**config.mk**
```make
export PLATFORM = sky130hd
export DESIGN_NAME = pps_timekeeper
export DESIGN_NICKNAME = d
export VERILOG_FILES = /design/src/rtl/pps_timekeeper.sv
export SDC_FILE = /design/constraint.sdc
export NUM_CORES = 1
export LEC_CHECK = 0
export CORE_ASPECT_RATIO = 0.7
export CORE_MARGIN = 5
export CORE_UTILIZATION = 45
export DETAILED_ROUTE_END_ITERATION = 7
export PLACE_DENSITY = 0.72
export SKIP_LAST_GASP = 1
export SLEW_MARGIN = 20
export SYNTH_ARGS = -nofsm -noshare
export SYNTH_HDL_FRONTEND = slang
export SYNTH_SLANG_ARGS = --single-unit
```
**constraint.sdc**
```tcl
create_clock -name ptp_clk -period 1.79 [get_ports ptp_clk]
set_input_delay 0.2685 -clock ptp_clk [delete_from_list [all_inputs] [get_ports ptp_clk]]
set_output_delay 0.2685 -clock ptp_clk [all_outputs]
set_load 0.05 [all_outputs]
```
**src/rtl/pps_timekeeper.sv**
```systemverilog
// pps_timekeeper
//   Time-of-day keeper for the ptp_clk domain. Tracks seconds / milliseconds /
//   cycles-within-millisecond from the receiver's 1PPS pulse and 1 kHz tick,
//   runs in holdover when PPS goes missing, and timestamps fabric events.
//
// Ports
//   ptp_clk, ptp_rstn               clock, async active-low reset
//   pps_in, ts_in                   one-cycle 1PPS pulse and 1 kHz tick
//   evt_in                          one-cycle event strobe to timestamp
//   sec_load_valid/ready/value      seconds load, applied at the next PPS
//   ts_valid/ready, ts_sec/ms/sub   captured event timestamp (valid/ready)
//   cur_sec, cur_ms                 live time
//   locked                          two consecutive good PPS intervals seen
//   pps_missing, evt_overflow       sticky flags, cleared by status_clr
//
// Build option
//   PPS_TIMEKEEPER_EVT_FIFO_EN : event holding register becomes a 4-entry FIFO.
module pps_timekeeper #(
  parameter int C_CLOCK_FREQUENCY = 25000000,
  parameter int C_MS_PER_SEC      = 1000,
  parameter int C_SEC_WIDTH       = 32,
  localparam int SUB_W = $clog2(C_CLOCK_FREQUENCY / 1000),
  localparam int MS_W  = $clog2(C_MS_PER_SEC)
) (
  input  logic                   ptp_clk,
  input  logic                   ptp_rstn,
  input  logic                   pps_in,
  input  logic                   ts_in,
  input  logic                   evt_in,
  input  logic                   sec_load_valid,
  output logic                   sec_load_ready,
  input  logic [C_SEC_WIDTH-1:0] sec_load_value,
  output logic                   ts_valid,
  input  logic                   ts_ready,
  output logic [C_SEC_WIDTH-1:0] ts_sec,
  output logic [MS_W-1:0]        ts_ms,
  output logic [SUB_W-1:0]       ts_sub,
  output logic [C_SEC_WIDTH-1:0] cur_sec,
  output logic [MS_W-1:0]        cur_ms,
  output logic                   locked,
  output logic                   pps_missing,
  output logic                   evt_overflow,
  input  logic                   status_clr
);

  typedef struct packed {
    logic [C_SEC_WIDTH-1:0] sec;
    logic [MS_W-1:0]        ms;
    logic [SUB_W-1:0]       sub;
  } ts_t;

  localparam logic [SUB_W-1:0] SUB_MAX = '1;
  localparam logic [MS_W-1:0]  MS_LAST = MS_W'(C_MS_PER_SEC - 1);

  logic [C_SEC_WIDTH-1:0] r_sec;
  logic [MS_W-1:0]        r_ms;
  logic [SUB_W-1:0]       r_sub;
  logic [1:0]             r_good;
  logic                   r_locked;
  logic                   r_load_pend;
  logic [C_SEC_WIDTH-1:0] r_load_val;
  logic                   r_missing;
  logic                   r_ovf;

  logic w_ms_last, w_holdover, w_load_acc, w_drop;
  ts_t  w_cap;

  assign w_ms_last  = (r_ms == MS_LAST);
  // Tick that would roll ms past the end of a second with no PPS to close it.
  assign w_holdover = ts_in & ~pps_in & w_ms_last;
  assign w_load_acc = sec_load_valid & ~r_load_pend;
  // Events capture the pre-update values of the cycle they arrive in.
  assign w_cap      = '{sec: r_sec, ms: r_ms, sub: r_sub};

  // Time counters; PPS takes priority over a coincident tick.
  always_ff @(posedge ptp_clk or negedge ptp_rstn) begin
    if (!ptp_rstn) begin
      r_sec <= '0;
      r_ms  <= '0;
      r_sub <= '0;
    end else if (pps_in) begin
      r_sub <= '0;
      r_ms  <= '0;
      r_sec <= r_load_pend ? r_load_val : r_sec + 1'b1;
    end else if (ts_in) begin
      r_sub <= '0;
      if (w_ms_last) begin
        r_ms  <= '0;
        r_sec <= r_sec + 1'b1;
      end else begin
        r_ms <= r_ms + 1'b1;
      end
    end else if (r_sub != SUB_MAX) begin
      r_sub <= r_sub + 1'b1;
    end
  end

  // Lock: count of consecutive full-length PPS intervals, saturating at 2.
  always_ff @(posedge ptp_clk or negedge ptp_rstn) begin
    if (!ptp_rstn) begin
      r_good   <= '0;
      r_locked <= 1'b0;
    end else if (pps_in) begin
      if (w_ms_last) begin
        if (r_good != 2'd2) r_good <= r_good + 1'b1;
        r_locked <= (r_good != 2'd0);
      end else begin
        r_good   <= '0;
        r_locked <= 1'b0;
      end
    end else if (w_holdover) begin
      r_good   <= '0;
      r_locked <= 1'b0;
    end
  end

  // Seconds load: an accept can only happen with nothing pending, so a PPS in
  // the accept cycle never consumes the new value.
  always_ff @(posedge ptp_clk or negedge ptp_rstn) begin
    if (!ptp_rstn) begin
      r_load_pend <= 1'b0;
      r_load_val  <= '0;
    end else if (w_load_acc) begin
      r_load_pend <= 1'b1;
      r_load_val  <= sec_load_value;
    end else if (pps_in) begin
      r_load_pend <= 1'b0;
    end
  end

  // Sticky flags; a set in the same cycle as status_clr wins.
  always_ff @(posedge ptp_clk or negedge ptp_rstn) begin
    if (!ptp_rstn) begin
      r_missing <= 1'b0;
      r_ovf     <= 1'b0;
    end else begin
      if (w_holdover)      r_missing <= 1'b1;
      else if (status_clr) r_missing <= 1'b0;
      if (w_drop)          r_ovf     <= 1'b1;
      else if (status_clr) r_ovf     <= 1'b0;
    end
  end

`ifdef PPS_TIMEKEEPER_EVT_FIFO_EN
  ts_t        r_mem [4];
  logic [1:0] r_wp, r_rp;
  logic [2:0] r_cnt;
  logic       w_pop, w_full, w_push;

  assign w_pop  = (r_cnt != 3'd0) & ts_ready;
  assign w_full = (r_cnt == 3'd4);
  // A pop in the same cycle frees a slot for the incoming event.
  assign w_push = evt_in & (~w_full | w_pop);
  assign w_drop = evt_in & w_full & ~w_pop;

  always_ff @(posedge ptp_clk or negedge ptp_rstn) begin
    if (!ptp_rstn) begin
      for (int i = 0; i < 4; i++) r_mem[i] <= '0;
      r_wp  <= '0;
      r_rp  <= '0;
      r_cnt <= '0;
    end else begin
      if (w_push) begin
        r_mem[r_wp] <= w_cap;
        r_wp        <= r_wp + 1'b1;
      end
      if (w_pop) r_rp <= r_rp + 1'b1;
      r_cnt <= r_cnt + {2'b00, w_push} - {2'b00, w_pop};
    end
  end

  assign ts_valid                 = (r_cnt != 3'd0);
  assign {ts_sec, ts_ms, ts_sub}  = r_mem[r_rp];
`else
  ts_t  r_hold;
  logic r_valid;
  logic w_pop, w_load;

  assign w_pop  = r_valid & ts_ready;
  assign w_load = evt_in & (~r_valid | w_pop);
  assign w_drop = evt_in & r_valid & ~w_pop;

  always_ff @(posedge ptp_clk or negedge ptp_rstn) begin
    if (!ptp_rstn) begin
      r_hold  <= '0;
      r_valid <= 1'b0;
    end else if (w_load) begin
      r_hold  <= w_cap;
      r_valid <= 1'b1;
    end else if (w_pop) begin
      r_valid <= 1'b0;
    end
  end

  assign ts_valid                = r_valid;
  assign {ts_sec, ts_ms, ts_sub} = r_hold;
`endif

  assign cur_sec        = r_sec;
  assign cur_ms         = r_ms;
  assign locked         = r_locked;
  assign sec_load_ready = ~r_load_pend;
  assign pps_missing    = r_missing;
  assign evt_overflow   = r_ovf;

endmodule

```
==> impl_results.md, run 1 <==
- Final period util: 106.0%
- Most frequent cells in the layout: buf_4, dfrtp_1, mux2_2, dlygate4sd2_1, nor2_1
- Pwr dens: 1417 nW/um2
- Crit path arrival time: 2.18 ns
- CTS root buffer: clkbuf_16
- Initial DRC count: 379
- Adder-cell area share of the yosys netlist: 0.9268%
- Unique cell type count in the Yosys netlist: 50
- EDFF count, synth: 0
- Final setup fails: 12
- Post-DP HPWL: 13,000 um
- Vias after detailed routing: 5,686
- Initial core utilization: 45.85%
- Nets: 860
- Post-synthesis compound-gate area fraction: 10.79%
- Final hold viol count: 0
- Synth Cell Area: 6750 um2
- Final ANT Viol Nets: 0
- Failing checks: negative setup slack
- Placement Cell Area: 9009 um2
- Core area: 14,720 um2
- Setup ws final: -0.1067 ns
- Vias in the first global route: 5,677
- Initial DRT Pass Iterations: 5
- Grt ovf: 0
- Measured slew at the worst slew-check pin: 0.5158 ns
- Die Ht: 112.5 um
- Static leakage: 4.378 nW
- Hold/Removal Path Class: input pin to async pin
- Layout Skew: 0.008803 ns
- CTS tree: done
- Initial antenna violation count: 0
- GRT Total Usage: 21.12%
- Wirelength, routed: 18,490 um
- Slowest cell on crit path: or3b_4
- Non-Filler Instances: 1,022
- VDD IR max: 1.078 mV
- Largest net degree at the start of global routing: 44
- Simple logic cell fraction of the synthesized area: 12.03%
- Final instance area: 9737 um2
- Placer Congestion: 0.8704
- Endpoint class of the critical path: register
- First-pass GRT wire length: 30,170 um
- Xor/xnor share of the synthesized area: 2.595%
- CP Launch Type: register
- Status: finished, violations left
- Max incr delay on CP: 0.42 ns
- Max-slew violations: 0
- ANT cells: 0
- Die ar.: 17,590 um2
- Num rows: 37
- Input/output buffers: 143
- Synth-to-layout area growth: 44.24%
- Boundary Pins: 144
- Max clock buf depth: 2
- Leading cell type in the layout, fill and taps excluded: buf_4
- Crit path time final: 1.897 ns
- Max H-tree Level: 4
- Post-synthesis mux area share: 14.31%
- Synth Net Count: 636
- Crit Path Max Fanout: 7
- Clk sinks: 153
- Crit path kind: register to register
- Asr flop ratio synth: 100.0%
- FMAX: 527.2 MHz
- Mean Syn Cell Area: 11.42 um2
- RSZ-0062 raised after global routing: true
- Cells after synthesis: 591
- DRC: 0
- FILL cells: 1,109
- Slew HR: 65.75%
- #FFs+latches synth: 153
- Critical Path RT: 2.08 ns
- Dpl cells: 979
- Share of cells above drive strength 1: 39.90%
- Synth Warn #: 0
- CP Cell Sequence: or3b_4 -> o31a_2 -> buf_4 -> o21ai_0 -> o211ai_1
- Main combinational cell family by area after synthesis: multiplexers
- MaxCap Viol Count: 0
- Post-synthesis sequential area ratio: 56.72%
- Clk slew on worst S/H paths: 0.06 ns
- WL/cell: 18.09 um
- Post-synth top flop: dfrtp_1
- Clock latency on the worst-skew pair: 0.42 ns
- CTS buffer count: 17
- Width of the die: 156.4 um
- Drt via density: 5.564
[flip-flops by register name, summed over array words and instances (netlist names), 2 cells and up]
name and cells:
r_good 2, ts_sec 32, cur_sec 32, ts_sub 15
r_load_val 32, cur_ms 10, r_sub 15, ts_ms 10
[report_power, final]
part	total [mW]	internal (mW)	switching, mW	leakage (nW)
clock network	3.69	2.33	1.37	0.295
registers	4.82	4.24	0.583	1.85
logic	5.28	1.82	3.46	2.23
[synth_stat cells, types with 6 or more instances]
master	instances	area [um2]
a21oi_1	37	185.2
a31oi_1	7	43.79
and3_1	6	37.54
clkbuf_1	29	108.9
dfrtp_1	153	3829
inv_1	13	48.80
mux2_2	84	945.9
nand2_1	41	153.9
nand3_1	23	115.1
nand4_1	20	125.1
nor2_1	45	168.9
nor3_1	8	40.04
o21ai_0	24	120.1
o22ai_1	11	68.82
xor2_1	15	131.4
[metal layers]
layer	global-route usage [%]	share of wire (%)
met1	30.05	46
met2	32.46	46
met3	6.204	6.8
met4	4.162	1.0
met5	0	0
[critical path: cells and delay by family (launching register included)]
family          cells  cell delay [ns]
compound gates      3             0.74
simple gates        1             0.42
flops               1             0.40
buf+inv             1             0.20
[stage by stage]
stage,power (mW),TNS [ns],setup slack [ns],util (%),hold slack [ns]
4_1_cts,13.76,-0.2660,-0.08464,65.22,0.3466
6_report,13.79,-0.4466,-0.1067,66.14,0.3404
2_1_floorplan,8.132,-2.136,-0.2766,-,-0.02709
3_5_place_dp,10.21,-10.12,-0.3518,61.19,0.2262
3_3_place_gp,10.06,-7.726,-0.2750,61.19,0.2188
5_1_grt,14.40,-1.756,-0.1654,66.14,0.3912
[area by class of cell]
| type | instances | area, um2 | share of cell area, % |
|---|---|---|---|
| sequential | 153 | 3867 | 39.72 |
| multi-input combinational | 392 | 2912 | 29.90 |
| timing repair buffer | 238 | 2057 | 21.13 |
| clock buffer | 23 | 488.0 | 5.012 |
| tap | 195 | 244.0 | 2.506 |
| clock inverter | 8 | 120.1 | 1.234 |
| inverter | 13 | 48.80 | 0.5012 |
[timing repair]
item	4_1_cts	5_1_grt
gates resized for setup	54	14
pin swaps	2	6
setup buffers	1	8
hold endpoints to repair	39	0
cloned	1	1
hold buffers	1	0
setup endpoints to repair	67	29
[kinds of logic (layout without fill, tap and decap cells)]
family / after synthesis / in the layout
buf+inv: 46 / 282
compound gates: 114 / 114
xor+xnor: 20 / 20
mux: 86 / 86
simple gates: 167 / 167
fa+ha+maj: 5 / 5
flops: 153 / 153
[final timing paths]
check	startpoint	endpoint	slack, ns	cells after the start
min in group ptp_clk	sec_load_value[15]	r_load_val[15]	0.45	2
min reg2reg	ts_sec[16]	ts_sec[16]	0.48	2
max	cur_ms[4]	cur_sec[26]	-0.11	5
max in group asynchronous	ptp_rstn	cur_sec[18]	0.85	3
min	ptp_rstn	ts_ms[6]	0.34	2
max reg2reg	cur_ms[4]	cur_sec[26]	-0.11	5
(Power assumes the default switching activity.)
==> run 2: changes to the inputs <==
--- a/config.mk
+++ b/config.mk
@@ -7,9 +7,9 @@
 export LEC_CHECK = 0
 export CORE_ASPECT_RATIO = 0.7
 export CORE_MARGIN = 5
-export CORE_UTILIZATION = 45
+export CORE_UTILIZATION = 46
 export DETAILED_ROUTE_END_ITERATION = 7
-export PLACE_DENSITY = 0.72
+export PLACE_DENSITY = 0.73
 export SKIP_LAST_GASP = 1
 export SLEW_MARGIN = 20
 export SYNTH_ARGS = -nofsm -noshare
==> run 2 against run 1 <==
  * The run still ends with negative setup slack left
  * Critical endpoint is now cur_sec[25]
  * Via count decreased by 2.5%
  * Clock power shrank 1%
  * Clock skew fell by 0.0014 ns
  * Critical path type unchanged
  * Combinational power grew 0.8%
  * Non-clock buffer count fell by 4
  * Hold slack got worse by 0.053 ns
  * Core utilization increased by 0.58 points
  * Design area fell by 0.39%
  * Die area shrank 2.0%
==> impl_results.md, run 2 (synthesis gave the netlist of run 1 again) <==
- Clk slew on worst S/H paths: 0.06 ns (about the same)
- DRC: 0 (unchanged)
- Crit Path Max Fanout: 5 (-2)
- GRT Total Usage: 21.51% (+0.40 points)
- Initial DRC count: 451 (+19%)
- Slew HR: 63.66% (-2.1 points)
- Die Ht: 111.4 um (-1.0%)
- Crit path time final: 1.922 ns (+0.02544 ns)
- Max-slew violations: 0 (unchanged)
- Measured slew at the worst slew-check pin: 0.5401 ns (+0.02424 ns)
- Logic pwr share: 38.7% (+0.4 points)
- Sw frac: 39.60% (+0.36 points)
- Layout Utilization: 66.72% (+0.58 points)
- Width of the die: 154.8 um (-1.0%)
- Max clock buf depth: 2 (unchanged)
- WL/cell: 17.78 um (-1.7%)
- Most frequent cells in the layout: buf_4, dfrtp_1, mux2_2, nor2_1, dlygate4sd2_1
- Final setup fails: 7 (-5)
- CTS tree: done
- CTS root buffer: clkbuf_16
- RSZ-0062 raised after global routing: true
- Psw: 5.441 mW (+0.51%)
- Initial DRT Pass Iterations: 5 (unchanged)
- Status: finished, violations left
- Failing checks: negative setup slack
- Crit path arrival time: 2.24 ns (+0.06 ns)
- Post-DP HPWL: 12,810 um (-1.5%)
- GR Layer Usage met3: 6.760% (+0.56 points)
- Met2 Usage GRT: 33.26% (+0.80 points)
- CP Launch Type: register
- First-pass GRT wire length: 30,010 um (-0.52%)
- Pwr dens: 1417 nW/um2 (about the same)
- Max H-tree Level: 4 (unchanged)
- Wirelength, routed: 18,120 um (-2.0%)
- Vias after detailed routing: 5,542 (-2.5%)
- Clk sinks: 153 (unchanged)
- Drt via density: 5.439 (-2.2%)
- Grt ovf: 0 (unchanged)
- Sequential power share: 34.8% (-0.2 points)
- CTS buffer count: 17 (unchanged)
- MaxCap Viol Count: 0 (unchanged)
- VDD IR max: 1.161 mV (+7.7%)
- Boundary Pins: 144 (unchanged)
- Final hold viol count: 0 (unchanged)
- FMAX: 520.3 MHz (-1.3%)
- Placer Congestion: 0.8320 (-4.4%)
- Num rows: 37 (unchanged)
- Die ar.: 17,240 um2 (-2.0%)
- Power Internal: 8.299 mW (-0.98%)
- GRT busiest layer: met2
- Initial core utilization: 46.44% (+0.58 points)
- Endpoint class of the critical path: register
- Synth-to-layout area growth: 43.69%
- Smallest hold slack: 0.2873 ns (-0.05312 ns)
- Clk network pwr share: 26.5% (-0.3 points)
- ANT cells: 0 (unchanged)
- Final ANT Viol Nets: 0 (unchanged)
- Largest net degree at the start of global routing: 53 (+20%)
- Crit path kind: register to register
- Final period util: 107.4% (+1.4 points)
- Input/output buffers: 143 (unchanged)
- Critical Path RT: 2.11 ns (+0.03 ns)
- Initial antenna violation count: 1 (+1)
- Hold/Removal Path Class: input pin to async pin
- Share of cells above drive strength 1: 40.53% (+0.63 points)
- Core area: 14,540 um2 (-1.3%)
- Layout Skew: 0.007428 ns (-0.001376 ns)
- Setup ws final: -0.1321 ns (-0.02544 ns)
- Static leakage: 4.336 nW (-0.97%)
- Vias in the first global route: 5,776 (+1.7%)
- Routing usage on met1: 29.77% (-0.29 points)
- Clock latency on the worst-skew pair: 0.42 ns (about the same)
- Nets: 856 (-0.47%)
- Leading cell type in the layout, fill and taps excluded: buf_4
==> run 2: cell types whose count changed in the layout (fill, tap and decap cells not counted), moves of 2 or more <==
cell | previous run | this run
dlygate4sd2_1 | 47 | 42
clkbuf_8 | 4 | 1
a21oi_1 | 32 | 30
a21oi_2 | 5 | 7
buf_2 | 2 | 0
buf_4 | 137 | 139
clkinvlp_4 | 2 | 4
nand3_2 | 3 | 1
o311ai_1 | 3 | 1
o311ai_2 | 2 | 4
==> run 2: timing repair <==
item,4_1_cts,5_1_grt
hold buffers,1,0
pin swaps,2,9
buffers inserted,0,8
endpoints found under the setup margin,59,28
gates resized for setup,51,15
cloned,0,1
hold endpoints to repair,24,0
==> run 2: path summary, 6_finish.rpt <==
path                              startpoint            end  slack (ns)  cells after the start
max                                cur_ms[4]    cur_sec[25]       -0.13                      5
min                                 ptp_rstn      cur_ms[2]        0.29                      2
max reg2reg                        cur_ms[4]    cur_sec[25]       -0.13                      5
min reg2reg                         ts_ms[5]       ts_ms[5]        0.48                      2
max in group asynchronous           ptp_rstn      cur_ms[6]        0.77                      3
min in group ptp_clk       sec_load_value[2]  r_load_val[2]        0.46                      2
==> run 2: area by class of cell <==
cell class	count	area, um2
well taps	195	244.0
clock buffers	20	446.7
flip-flops and latches	153	3866
repair buffers	234	2029
multi-input cells	392	2915
fillers	1136	4837
clock inverters	12	148.9
inverters	13	48.80
==> run 2: per-stage QoR <==
step / setup WS [ns] / cells / power [mW] / setup TNS, ns / area [um2]
6_report: -0.1321 / 1019 / 13.74 / -0.3548 / 9699
5_1_grt: -0.1911 / 1019 / 14.39 / -1.346 / 9699
4_1_cts: -0.1261 / 1010 / 13.74 / -0.3047 / 9575
3_5_place_dp: -0.3700 / 977 / 10.21 / -8.986 / 8981
3_3_place_gp: -0.3086 / 977 / 10.05 / -6.882 / 8981
2_1_floorplan: -0.2766 / 591 / 8.132 / -2.136 / 6915
==> run 2: layer usage <==
metal | wire, um | vias up
met5 | 20 | -
met2 | 8607 | 170
li1 | - | 2588
met4 | 167 | 2
met3 | 1167 | 17
met1 | 8153 | 2765
==> run 2: worst max-delay path: stages (launching register included) <==
cell	delay [ns]
dfrtp_2	0.40
or3b_4	0.43
o31ai_4	0.23
nand2_2	0.15
or3_4	0.36
o311ai_2	0.25
==> run 2: power groups by stage <==
stage / registers [mW] / clock network [mW] / logic (mW)
floorplan: 6.87 / 0 / 1.27
global placement: 4.78 / 0 / 5.27
detailed placement: 4.82 / 0 / 5.38
CTS: 4.76 / 3.71 / 5.27
global route: 4.88 / 3.89 / 5.62
finish: 4.78 / 3.64 / 5.32
